===== src/rtl/cfi_alert_ctrl.sv =====
// CFI alert policy: turns per-port NOP/JALR commit flags into one sticky, acknowledged
// alert (NOP-sled run length and JALR burst per time window), with a post-ack cooldown.
module cfi_alert_ctrl #(
    parameter int NR_COMMIT_PORTS = 2,
    parameter int SLED_CNT_W      = 8,
    parameter int SLED_THRESH     = 16,
    parameter int WIN_W           = 8,
    parameter int JALR_WINDOW     = 64,
    parameter int JALR_MAX        = 8,
    parameter int COOLDOWN        = 4
) (
    input  logic                       clk_i,
    input  logic                       rst_i,
    input  logic [NR_COMMIT_PORTS-1:0] commit_ack_i,
    input  logic [NR_COMMIT_PORTS-1:0] jalr_det_i,
    input  logic [NR_COMMIT_PORTS-1:0] nop_det_i,
    input  logic                       alert_ack_i,
    output logic                       alert_o,
    output logic [1:0]                 alert_cause_o,
    output logic [SLED_CNT_W-1:0]      sled_len_o,
    output logic [WIN_W-1:0]           jalr_cnt_o
);

    typedef enum logic [1:0] {IDLE, ALERT, COOL} state_e;

    localparam int CW = (COOLDOWN > 1) ? $clog2(COOLDOWN) : 1;
    localparam logic [WIN_W-1:0]    WIN_LAST  = WIN_W'(JALR_WINDOW - 1);
    localparam logic [SLED_CNT_W:0] SLED_TH   = (SLED_CNT_W+1)'(SLED_THRESH);
    localparam logic [WIN_W:0]      JALR_LIM  = (WIN_W+1)'(JALR_MAX);
    localparam logic [CW-1:0]       COOL_INIT = CW'(COOLDOWN - 1);

    state_e                  state_q, state_d;
    logic [SLED_CNT_W-1:0]   sled_q, sled_d, sled_nxt;
    logic [WIN_W-1:0]        win_q, win_d, win_nxt;
    logic [WIN_W-1:0]        jalr_q, jalr_d, jalr_nxt;
    logic [1:0]              cause_q, cause_d;
    logic [CW-1:0]           cool_q, cool_d;
    logic [WIN_W:0]          jalr_pc;
    logic                    win_wrap;
    logic                    sled_hit;
    logic                    jalr_hit;

    function automatic logic [SLED_CNT_W-1:0] sled_inc(input logic [SLED_CNT_W-1:0] cnt);
        return (cnt == {SLED_CNT_W{1'b1}}) ? cnt : cnt + SLED_CNT_W'(1);
    endfunction

    function automatic logic [WIN_W-1:0] jalr_sat(input logic [WIN_W:0] sum);
        return sum[WIN_W] ? {WIN_W{1'b1}} : sum[WIN_W-1:0];
    endfunction

    // Ports are applied in ascending order, so a non-NOP on a lower port breaks the run
    // before a NOP on a higher port restarts it.
    always_comb begin
        sled_nxt = sled_q;
        jalr_pc  = '0;
        for (int p = 0; p < NR_COMMIT_PORTS; p++) begin
            if (commit_ack_i[p]) begin
                sled_nxt = nop_det_i[p] ? sled_inc(sled_nxt) : '0;
            end
            jalr_pc = jalr_pc + (WIN_W+1)'(commit_ack_i[p] & jalr_det_i[p]);
        end
        win_wrap = (win_q == WIN_LAST);
        win_nxt  = win_wrap ? '0 : win_q + WIN_W'(1);
        jalr_nxt = win_wrap ? jalr_sat(jalr_pc) : jalr_sat({1'b0, jalr_q} + jalr_pc);
        sled_hit = ({1'b0, sled_nxt} >= SLED_TH);
        jalr_hit = ({1'b0, jalr_nxt} > JALR_LIM);
    end

    always_comb begin
        state_d = state_q;
        sled_d  = sled_nxt;
        win_d   = win_nxt;
        jalr_d  = jalr_nxt;
        cause_d = cause_q;
        cool_d  = cool_q;
        unique case (state_q)
            IDLE: begin
                if (sled_hit || jalr_hit) begin
                    state_d = ALERT;
                    cause_d = {jalr_hit, sled_hit};
                end
            end
            ALERT: begin
                // An ack drops any hit arriving in the same cycle.
                if (alert_ack_i) begin
                    state_d = COOL;
                    cause_d = '0;
                    sled_d  = '0;
                    win_d   = '0;
                    jalr_d  = '0;
                    cool_d  = COOL_INIT;
                end else begin
                    cause_d = cause_q | {jalr_hit, sled_hit};
                end
            end
            COOL: begin
                sled_d = '0;
                win_d  = '0;
                jalr_d = '0;
                if (cool_q == '0) begin
                    state_d = IDLE;
                end else begin
                    cool_d = cool_q - CW'(1);
                end
            end
            default: state_d = IDLE;
        endcase
    end

    always_ff @(posedge clk_i or posedge rst_i) begin
        if (rst_i) begin
            state_q <= IDLE;
            sled_q  <= '0;
            win_q   <= '0;
            jalr_q  <= '0;
            cause_q <= '0;
            cool_q  <= '0;
        end else begin
            state_q <= state_d;
            sled_q  <= sled_d;
            win_q   <= win_d;
            jalr_q  <= jalr_d;
            cause_q <= cause_d;
            cool_q  <= cool_d;
        end
    end

    assign alert_o       = (state_q == ALERT);
    assign alert_cause_o = cause_q;
    assign sled_len_o    = sled_q;
    assign jalr_cnt_o    = jalr_q;

endmodule

===== config.mk =====
export PLATFORM = sky130hd
export DESIGN_NAME = cfi_alert_ctrl
export DESIGN_NICKNAME = d
export VERILOG_FILES = /design/src/rtl/cfi_alert_ctrl.sv
export SDC_FILE = /design/constraint.sdc
export NUM_CORES = 1
export LEC_CHECK = 0
export BUFFER_PORTS_ARGS = -buffer_cell sky130_fd_sc_hd__clkbuf_2
export CAP_MARGIN = 20
export CORE_AREA = 2 2 64 96
export DETAILED_ROUTE_END_ITERATION = 8
export DIE_AREA = 0 0 66 98
export HOLD_SLACK_MARGIN = 0.15
export SYNTH_ARGS = -nofsm -noshare
export SYNTH_HDL_FRONTEND = slang
export SYNTH_SLANG_ARGS = --single-unit
export TNS_END_PERCENT = 10

===== constraint.sdc =====
create_clock -name clk_i -period 4.1 [get_ports clk_i]
set_input_delay 0.41 -clock clk_i [delete_from_list [all_inputs] [get_ports clk_i]]
set_output_delay 0.41 -clock clk_i [all_outputs]
set_load 0.05 [all_outputs]

== Yosys cells after proc, flatten, opt, wreduce, memory -nomap -nowiden ==
Cells that the tools add are included.

* Register bits: 30
* Bits of input ports: 9
* Output and inout bits: 19
* Logic and storage cells: 60

* Add/subtract/negate cells: 6
* Order comparisons: 2
* Equal/unequal tests: 9
* Mux-type cells: 26
* Bitwise gates (word level): 3
* Reductions and logical operators: 8

{| class="wikitable"
|+ Operator list
! cell !! number
|-
| 2-to-1 mux 8 bit || 13
|-
| case mux 8 bit (2 select lines) || 3
|-
| adder 8 x 1 -> 8 bit (second input constant) || 3
|-
| == test 8 bit (second input constant) || 2
|-
| 2-to-1 mux 2 bit || 7
|-
| adder 8 x 2 -> 9 bit || 1
|-
| == test 8 x 6 -> 1 bit (second input constant) || 1
|-
| greater-or-equal comparator 8 x 5 -> 1 bit (second input constant) || 1
|-
| > comparator 8 x 4 -> 1 bit (second input constant) || 1
|-
| inequality test 2 bit (second input constant) || 4
|-
| case mux 2 bit (2 select lines) || 2
|-
| case mux 2 bit (3 select lines) || 1
|-
| AND reduction 3 bit || 2
|-
| zero test 2 bit || 2
|-
| nonzero test 2 bit || 2
|-
| adder 1 x 1 -> 2 bit || 1
|-
| AND 1 bit || 2
|-
| == test 2 x 1 -> 1 bit (second input constant) || 1
|-
| == test 2 bit (second input constant) || 1
|-
| bitwise OR 2 bit || 1
|-
| AND reduction 2 bit || 1
|-
| subtractor 2 x 1 -> 2 bit (second input constant) || 1
|-
| logical OR 1 bit || 1
|}

== Depth between registers and ports, before layout ==
Gate-level depths: netlist of the first run.

* Depth in word-level cells: 12
* Mapped depth: 14
* Depth with buffers taken out: 13

== Worst setup path after synthesis of the first run ==
No wires, ideal clock.

* Path type: reg-to-reg
* Start: reg sled_q[1] (netlist: sled_len_o[1])
* End: reg cause_q[0] (netlist: alert_cause_o[0])
* Library setup time: 0.126 ns
* Arrival: 3.704 ns
* Data required time: 3.974 ns
* Slack: 0.270 ns
* Stages on the path, launching flop included: 15
* Buffers on the path: 1
* Clock period less this slack: 3.830 ns
* Path through: dfrtp_1 -> ha_1 -> buf_2 -> nand4_1 -> o21ai_0 -> xor2_1 -> nor2_1 -> ha_1 -> inv_1 -> nor4_2 -> nand4_1 -> or4_1 -> o211ai_2 -> a41oi_1 -> a221o_1

* Word-level cells in the longest chain between the ends: 12
* Elaborated cells between the ends (all ways): 18
* Those cells by class: add/sub: 2; order compare: 1; eq/ne: 3; mux: 9; bitwise: 1; reduce/logical: 2

{| class="wikitable"
|+ Ends and longest elaborated chain
! element !! line !! text
|-
| start: declaration || 33 || <nowiki>logic [SLED_CNT_W-1:0] sled_q, sled_d, sled_nxt;</nowiki>
|-
| start signal: assignment || 120 || <nowiki>sled_q <= sled_d;</nowiki>
|-
| adder 8 x 1 -> 8 bit / == test 8 bit (equally long branches) || 44 || <nowiki>return (cnt == {SLED_CNT_W{1'b1}}) ? cnt : cnt + SLED_CNT_W'(1);</nowiki>
|-
| 2-to-1 mux 8 bit || 44 ||
|-
| 2-to-1 mux 8 bit || 58 || <nowiki>sled_nxt = nop_det_i[p] ? sled_inc(sled_nxt) : '0;</nowiki>
|-
| 2-to-1 mux 8 bit (*) || 57 || <nowiki>if (commit_ack_i[p]) begin</nowiki>
|-
| adder 8 x 1 -> 8 bit / == test 8 bit (equally long branches) || 44 ||
|-
| 2-to-1 mux 8 bit || 44 ||
|-
| 2-to-1 mux 8 bit || 58 ||
|-
| 2-to-1 mux 8 bit (*) || 57 ||
|-
| greater-or-equal comparator 8 x 5 -> 1 bit (*) || 65 || <nowiki>sled_hit = ({1'b0, sled_nxt} >= SLED_TH);</nowiki>
|-
| bitwise OR 2 bit / logical OR 1 bit (equally long branches) || 93, 78 ||
|-
| 2-to-1 mux 2 bit / inequality test 2 bit (equally long branches) || - ||
|-
| case mux 2 bit (2 select lines) / AND reduction 2 bit (equally long branches) || - ||
|-
| end signal: assignment || 123 || <nowiki>cause_q <= cause_d;</nowiki>
|-
| end: declaration || 36 || <nowiki>logic [1:0] cause_q, cause_d;</nowiki>
|}

Every way passes the cells marked *; elsewhere a longest branch is shown, timed or not. The select of a mux whose other input is x is not followed.
A chain may end at the register's enable or synchronous reset.

== Worst setup path after layout of the first run ==
* Start: reg sled_q[0] (netlist: sled_len_o[0])
* End: reg cause_q[0] (netlist: alert_cause_o[0])

The elaborated chain is that of the path after synthesis.

==> results of run 1 <==
-- worst paths after layout --
kind / start / to / slack [ps] / depth (start not counted)
max in group asynchronous: rst_i / cool_q[1]$_DFFE_PP0P_ / 3640 / 3
worst max register to register: sled_len_o[0]$_DFF_PP0_ / alert_cause_o[0]$_DFFE_PP0P_ / 470 / 13
worst max-delay path: sled_len_o[0]$_DFF_PP0_ / alert_cause_o[0]$_DFFE_PP0P_ / 470 / 13
worst min register to register: win_q[0]$_DFF_PP0_ / win_q[0]$_DFF_PP0_ / 480 / 1
worst min-delay path: rst_i / win_q[4]$_DFF_PP0_ / 170 / 3
min in group clk_i: alert_ack_i / cool_q[1]$_DFFE_PP0P_ / 470 / 4
-- cell usage after synthesis, types with 3 or more instances --
master     n
xor2_1     9
a41oi_1    5
a31oi_1    5
nand2_1   14
nand4_1    5
a221o_1    3
inv_1     15
dfrtp_1   30
buf_2      3
nor2_1    31
nand3b_1   3
a21oi_1   15
xnor2_1    5
nor3_1     9
nand3_1   13
ha_1      10
mux2i_1    4
and2_1     3
and3_1     7
o21ai_0   10
-- cell families (layout without fill, tap and decap cells) --
kind of cell | after synthesis | in the layout
AOI/OAI and AO/OA | 58 | 58
xor gates and xnor gates | 14 | 14
adders and majority gates | 11 | 11
buffers and inverters | 21 | 54
DFF | 30 | 30
muxes | 4 | 4
and+or+nand+nor | 107 | 107
-- power groups by stage --
stage               clock network (W)  logic [W]  registers [W]
floorplan                           0   0.000499       0.000588
global placement                    0   0.000806       0.000457
detailed placement                  0   0.000816       0.000457
CTS                          0.000313   0.000818       0.000453
global route                 0.000323   0.000897       0.000468
finish                       0.000299   0.000806       0.000453
-- per-stage QoR --
step | instances | util [%] | setup WS (ps) | instance area, µm² | power (W)
3_5_place_dp | 343 | 42.4 | 499 | 2420 | 0.00127
4_1_cts | 350 | 44.4 | 498 | 2530 | 0.00158
5_1_grt | 350 | 44.4 | 162 | 2530 | 0.00169
2_1_floorplan | 245 | - | 270 | 2190 | 0.00109
3_3_place_gp | 343 | 42.4 | 598 | 2420 | 0.00126
6_report | 350 | 44.4 | 469 | 2530 | 0.00156
-- layer usage --
layer / vias to the layer above / part of all wire, % / wire length, µm / global-route usage (%)
met5: - / 0 / 0 / 0
met4: 0 / 3.4 / 170 / 8.63
met3: 17 / 4.1 / 205 / 3.34
met2: 51 / 52 / 2650 / 29.0
met1: 924 / 40 / 2020 / 18.7
li1: 970 / - / - / -
-- final cells by class --
type / instances / share of cell area, %
multi-input combinational: 194 / 53.2
sequential: 30 / 29.7
timing repair buffer: 32 / 6.83
tap: 72 / 3.56
clock buffer: 6 / 3.27
inverter: 15 / 2.23
clock inverter: 1 / 1.19
-- registers in the layout (all words and copies together) (netlist names) --
signal,flops
jalr_cnt_o,8
sled_len_o,8
win_q,8
alert_cause_o,2
cool_q,2
state_q,2
-- worst reg2reg max path: stages, from the launching register on --
cell and delay (ps):
dfrtp_1 350, ha_1 320, nand4_1 230, o21ai_0 410
xor2_1 120, nor2_1 170, ha_1 210, inv_1 70
nor4_2 360, nand4_1 180, or4_1 490, o211ai_2 140
a41oi_1 150, a221o_1 310
==> reports/metrics.yaml, run 1 <==
outcome: "finished clean"
std_cell_rows: 34
synth_area_leaders: "dfrtp_1 34%, ha_1 5.7%, nor2_1 5.3%"
async_flop_share_pct: 100
critical_path.cell_chain: "ha_1 > nand4_1 > o21ai_0 > xor2_1 > nor2_1 > ha_1 > inv_1 > nor4_2 > nand4_1 > or4_1 > o211ai_2 > a41oi_1 > a221o_1"
synth_fp_nets: 265
wl_per_cell_um: 14.4
pin_count: 28
drive_gt1_share_pct: 22.3
cts.htree.levels: 2
avgSynthCellArea_um2: 8.96
irDropWorstVdd_uv: 314
max_freq_mhz: 275
hpwlAfterDp_um: 3980
synthCells: 245
synth_compound_area_share_pct: 20.4
max-slew-margin-rel_pct: 66.6
die-area_mm2: 0.00647
p_comb_share_pct: 51.7
synth_seq_cells: 30
cp_max_fo: 8
overflow: 0
start_util_pct: 38.5
place_congestion: 0.872
synth_cell_types: 59
sequential_cell_area_um2: 751
cts_resized: 0
grt_pass1_vias: 1938
clkTransAtPathRegs_ps: 60
maxCapViolCount: 0
final_common_cell: "nor2_1"
multiInputGateArea_mm2: 0.00135
grt_pass1_wl_um: 8440
ctsLongestPathBuffers: 2
die_h_um: 98
ys_seq_area_share_pct: 34.2
die_x_um: 66
vias: 1962
nFillCells: 593
cpLargestDelayFamily: "simple AND/OR/NAND/NOR gates"
netlist_area_mm2: 0.00219
timing.hold.ws_ps: 175
ctsHoldBuffers: 0
ant_nets: 0
worst-setup-path-type: "reg -> reg"
io_buffers: 27
root_buffer: "clkbuf_8"
synth_simple_gate_area_share_pct: 26.9
final_cell_mix: "31 x nor2_1, 30 x dfrtp_1, 27 x clkbuf_2, 15 x inv_1, 15 x a21oi_1"
path_buf_inv: 1
grtUsageTotal_pct: 16.7
rsz0062_at_grt: "no"
numCtsBuffers: 5
maxSlewViolCount: 0
synthToLayoutAreaGrowth_pct: 15.2
synth_fa_ha_area_share_pct: 6.61
core_area_mm2: 0.00570
synth_edf_count: 0
internal_power_w: 0.000857
fin_crit_sh_pct: 88.6
p_sw_share_pct: 45.0
drt_iter0_markers: 162
clock_skew_ps: 6.91
fin_nets: 298
clkPwrFrac_pct: 19.2
endpoint_kind: "flop"
clock_latency_ps: 280
period_needed_ps: 3630
synthXorXnorAreaFrac_pct: 5.59
crit_arrival_ps: 3800
switching_power_w: 0.000700
antenna_found_initial: 0
cellLeakagePower_nw: 1.14
cpPeakStageDelay_ps: 490
cellPowerDensity_mw_per_mm2: 616
p_seq_share_pct: 29.1
drt_pass1_iterations: 4
synth.area.mux_share_pct: 1.82
via_per_inst: 5.61
synth_top_family_by_area: "simple AND/OR/NAND/NOR gates"
drc: 0
hold_class: "in -> async"
cp.required_ps: 4260
yosysTopAreaCell: "dfrtp_1"
final.setup.tns_ps: 0
grt_max_degree: 31
synth_ff_type: "dfrtp_1"
crit_slowest_cell: "or4_1"
yosysWarnings: 0
routed_wl_um: 5040
synth_top_area_share_pct: 34.2
cts_setup_buffers: 0
worst_pin_slew_ps: 500
cts_tree: "done"
diodes: 0
cts.sinks: 30
start_kind: "flop"
hold_violations: 0
setup_viol: 0
(Power assumes the default switching activity.)
==> inputs of run 2 (changes only) <==
RECOVER_POWER = 100   (was unset)
==> run 2 against run 1 <==
Global-route usage did not move. Clock-buffer cell count did not move. Critical path depth unchanged. Fmax down 2.4%. Setup slack worse by 91 ps. Clock power hardly changed. The run now ends with max-capacitance violations, max-slew violations left. Highest routed layer unchanged. Die area is the same. Worst hold slack improved by 300 ps. Sequential power is essentially flat. Sequential cell count stayed put. Cell count unchanged.
==> reports/metrics.yaml, run 2 (same netlist as run 1, synthesis figures left out) <==
outcome: "complete, but fails checks"
violations: "max-capacitance violations, max-slew violations"
r2r-start: "sled_len_o[0]$_DFF_PP0_"
p_sw_share_pct: 45.3  # +0.31 points
die-area_mm2: 0.00647  # unchanged
top_layer: "met4"
pin_count: 28  # unchanged
io_buffers: 27  # unchanged
diodes: 0  # unchanged
period_needed_ps: 3720  # +91.0 ps
drc: 0  # unchanged
hpwlAfterDp_um: 3980  # unchanged
drt_iter0_markers: 137  # -15%
critical_path.cell_chain: "ha_1 > nand4_1 > o21ai_0 > xor2_1 > nor2_1 > ha_1 > inv_1 > nor4_2 > nand4_1 > or4_1 > o211ai_1 > a41oi_1 > a221o_1"
crit_arrival_ps: 3890  # +90 ps
clock_latency_ps: 280  # about the same
clock_skew_ps: 6.85  # -0.0603 ps
cts.sinks: 30  # unchanged
worst-setup-path-type: "reg -> reg"
std_cell_rows: 34  # unchanged
p_seq_share_pct: 29.3  # +0.2 points
synthToLayoutAreaGrowth_pct: 12.5
die_x_um: 66  # unchanged
antenna_found_initial: 0  # unchanged
cts_resized: 0  # unchanged
grtUsageTotal_pct: 16.7  # unchanged
endpoint_kind: "flop"
cellLeakagePower_nw: 1.05  # -7.8%
hold_class: "in -> reg"
root_buffer: "clkbuf_8"
core_area_mm2: 0.00570  # unchanged
hold_depth: 4
drive_gt1_share_pct: 13.7  # -8.6 points
start_util_pct: 38.5  # unchanged
ctsLongestPathBuffers: 2  # unchanged
max-slew-margin-rel_pct: -6.53  # -73 points
wl_per_cell_um: 14.5  # +0.52%
maxSlewViolCount: 31  # +31
grt_pass1_wl_um: 8440  # unchanged
hold_end: "cool_q[1]$_DFFE_PP0P_"
cts_tree: "done"
vias: 1953  # -0.46%
rsz0062_at_grt: "no"
r2r_setup_slack_ps: 380  # -90 ps
met3_wirelength_um: 205  # unchanged
cts.htree.levels: 2  # unchanged
instances_no_fill: 350  # unchanged
fin_nets: 298  # unchanged
dp.cells: 343  # unchanged
grt_pass1_vias: 1938  # unchanged
numCtsBuffers: 5  # unchanged
die_h_um: 98  # unchanged
ant_nets: 0  # unchanged
drt_pass1_iterations: 4  # unchanged
max_freq_mhz: 269  # -2.4%
timing.hold.ws_ps: 479  # +304 ps
wl_met2_um: 2640  # -0.19%
ctsHoldBuffers: 0  # unchanged
final_cell_mix: "31 x nor2_1, 30 x dfrtp_1, 21 x clkbuf_1, 15 x inv_1, 15 x a21oi_1"
final_common_cell: "nor2_1"
final.setup.tns_ps: 0  # unchanged
fin_crit_sh_pct: 90.8  # +2.2 points
via_per_inst: 5.58  # -0.46%
drt-met1-wl_um: 2070  # +2.3%
grt_max_degree: 31  # unchanged
rr_endpoint: "alert_cause_o[0]$_DFFE_PP0P_"
clkTransAtPathRegs_ps: 60  # about the same
cellPowerDensity_mw_per_mm2: 625  # +1.5%
switching_power_w: 0.000699  # -0.24%
total_power_w: 0.00154  # -0.92%
cp.required_ps: 4260  # about the same
clkPwrFrac_pct: 19.4  # +0.2 points
irDropWorstVdd_uv: 315  # +0.15%
min_from: "alert_ack_i"
crit_slowest_cell: "or4_1"
routed_wl_um: 5070  # +0.52%
worst_pin_slew_ps: 1600  # +1100 ps
cpPeakStageDelay_ps: 470  # -20 ps
start_kind: "flop"
setup_viol: 0  # unchanged
cp_max_fo: 8  # unchanged
cts_setup_buffers: 0  # unchanged
place_congestion: 0.872  # unchanged
ff2ff_path_depth: 13  # unchanged
internal_power_w: 0.000844  # -1.5%
hold_violations: 0  # unchanged
p_comb_share_pct: 51.4  # -0.3 points
maxCapViolCount: 1  # +1
dpl_cell_area_mm2: 0.00242  # unchanged
final_area_mm2: 0.00247  # -2.4%
overflow: 0  # unchanged
-- run 2: changes by cell type in the layout (fill, tap and decap cells not counted), sizes merged --
cell    change
buf         -1
clkbuf      +1
-- run 2: area by class of cell --
type | count | area, µm²
fillers | 608 | 3230
multi-input cells | 194 | 1320
flip-flops and latches | 30 | 751
repair buffers | 32 | 144
well taps | 72 | 90.1
clock buffers | 6 | 82.6
inverters | 15 | 56.3
clock inverters | 1 | 30.0
-- run 2: critical path, delay by kind of cell (launching register included) --
family                   cells  cell delay, ps
AO/OA/AOI/OAI                4            1150
XOR/XNOR                     1             120
adder cells (fa/ha/maj)      2             510
buffers and inverters        1              60
flip-flops                   1             350
AND/OR/NAND/NOR              5            1410
-- run 2: worst max-delay path by stage --
stage / start / cells after the start / slack (ps) / to
floorplan: sled_len_o[1]$_DFF_PP0_ / 14 / 270 / alert_cause_o[0]$_DFFE_PP0P_
global placement: sled_len_o[0]$_DFF_PP0_ / 13 / 600 / alert_cause_o[0]$_DFFE_PP0P_
detailed placement: sled_len_o[1]$_DFF_PP0_ / 13 / 500 / alert_cause_o[0]$_DFFE_PP0P_
CTS: sled_len_o[1]$_DFF_PP0_ / 13 / 500 / alert_cause_o[0]$_DFFE_PP0P_
global route: sled_len_o[0]$_DFF_PP0_ / 13 / 80 / alert_cause_o[0]$_DFFE_PP0P_
finish: sled_len_o[0]$_DFF_PP0_ / 13 / 380 / alert_cause_o[0]$_DFFE_PP0P_
-- run 2: layer usage --
| layer | vias up | GRT usage (%) |
|---|---|---|
| li1 | 973 | - |
| met1 | 917 | 18.7 |
| met2 | 48 | 29.0 |
| met3 | 15 | 3.34 |
| met4 | 0 | 8.63 |
| met5 | - | 0 |
-- run 2: through the flow --
step / worst slack (ps) / util (%)
finish: 378 / 43.3
global route: 82.1 / 43.3
CTS: 498 / 44.4
detailed placement: 499 / 42.4
global placement: 598 / 42.4
floorplan: 270 / -
-- run 2: power by group through the flow --
| stage | combinational [W] | clock [W] | sequential (W) |
|---|---|---|---|
| floorplan | 0.000499 | 0 | 0.000588 |
| global placement | 0.000806 | 0 | 0.000457 |
| detailed placement | 0.000816 | 0 | 0.000457 |
| CTS | 0.000818 | 0.000313 | 0.000453 |
| global route | 0.000883 | 0.000323 | 0.000468 |
| finish | 0.000792 | 0.000299 | 0.000451 |
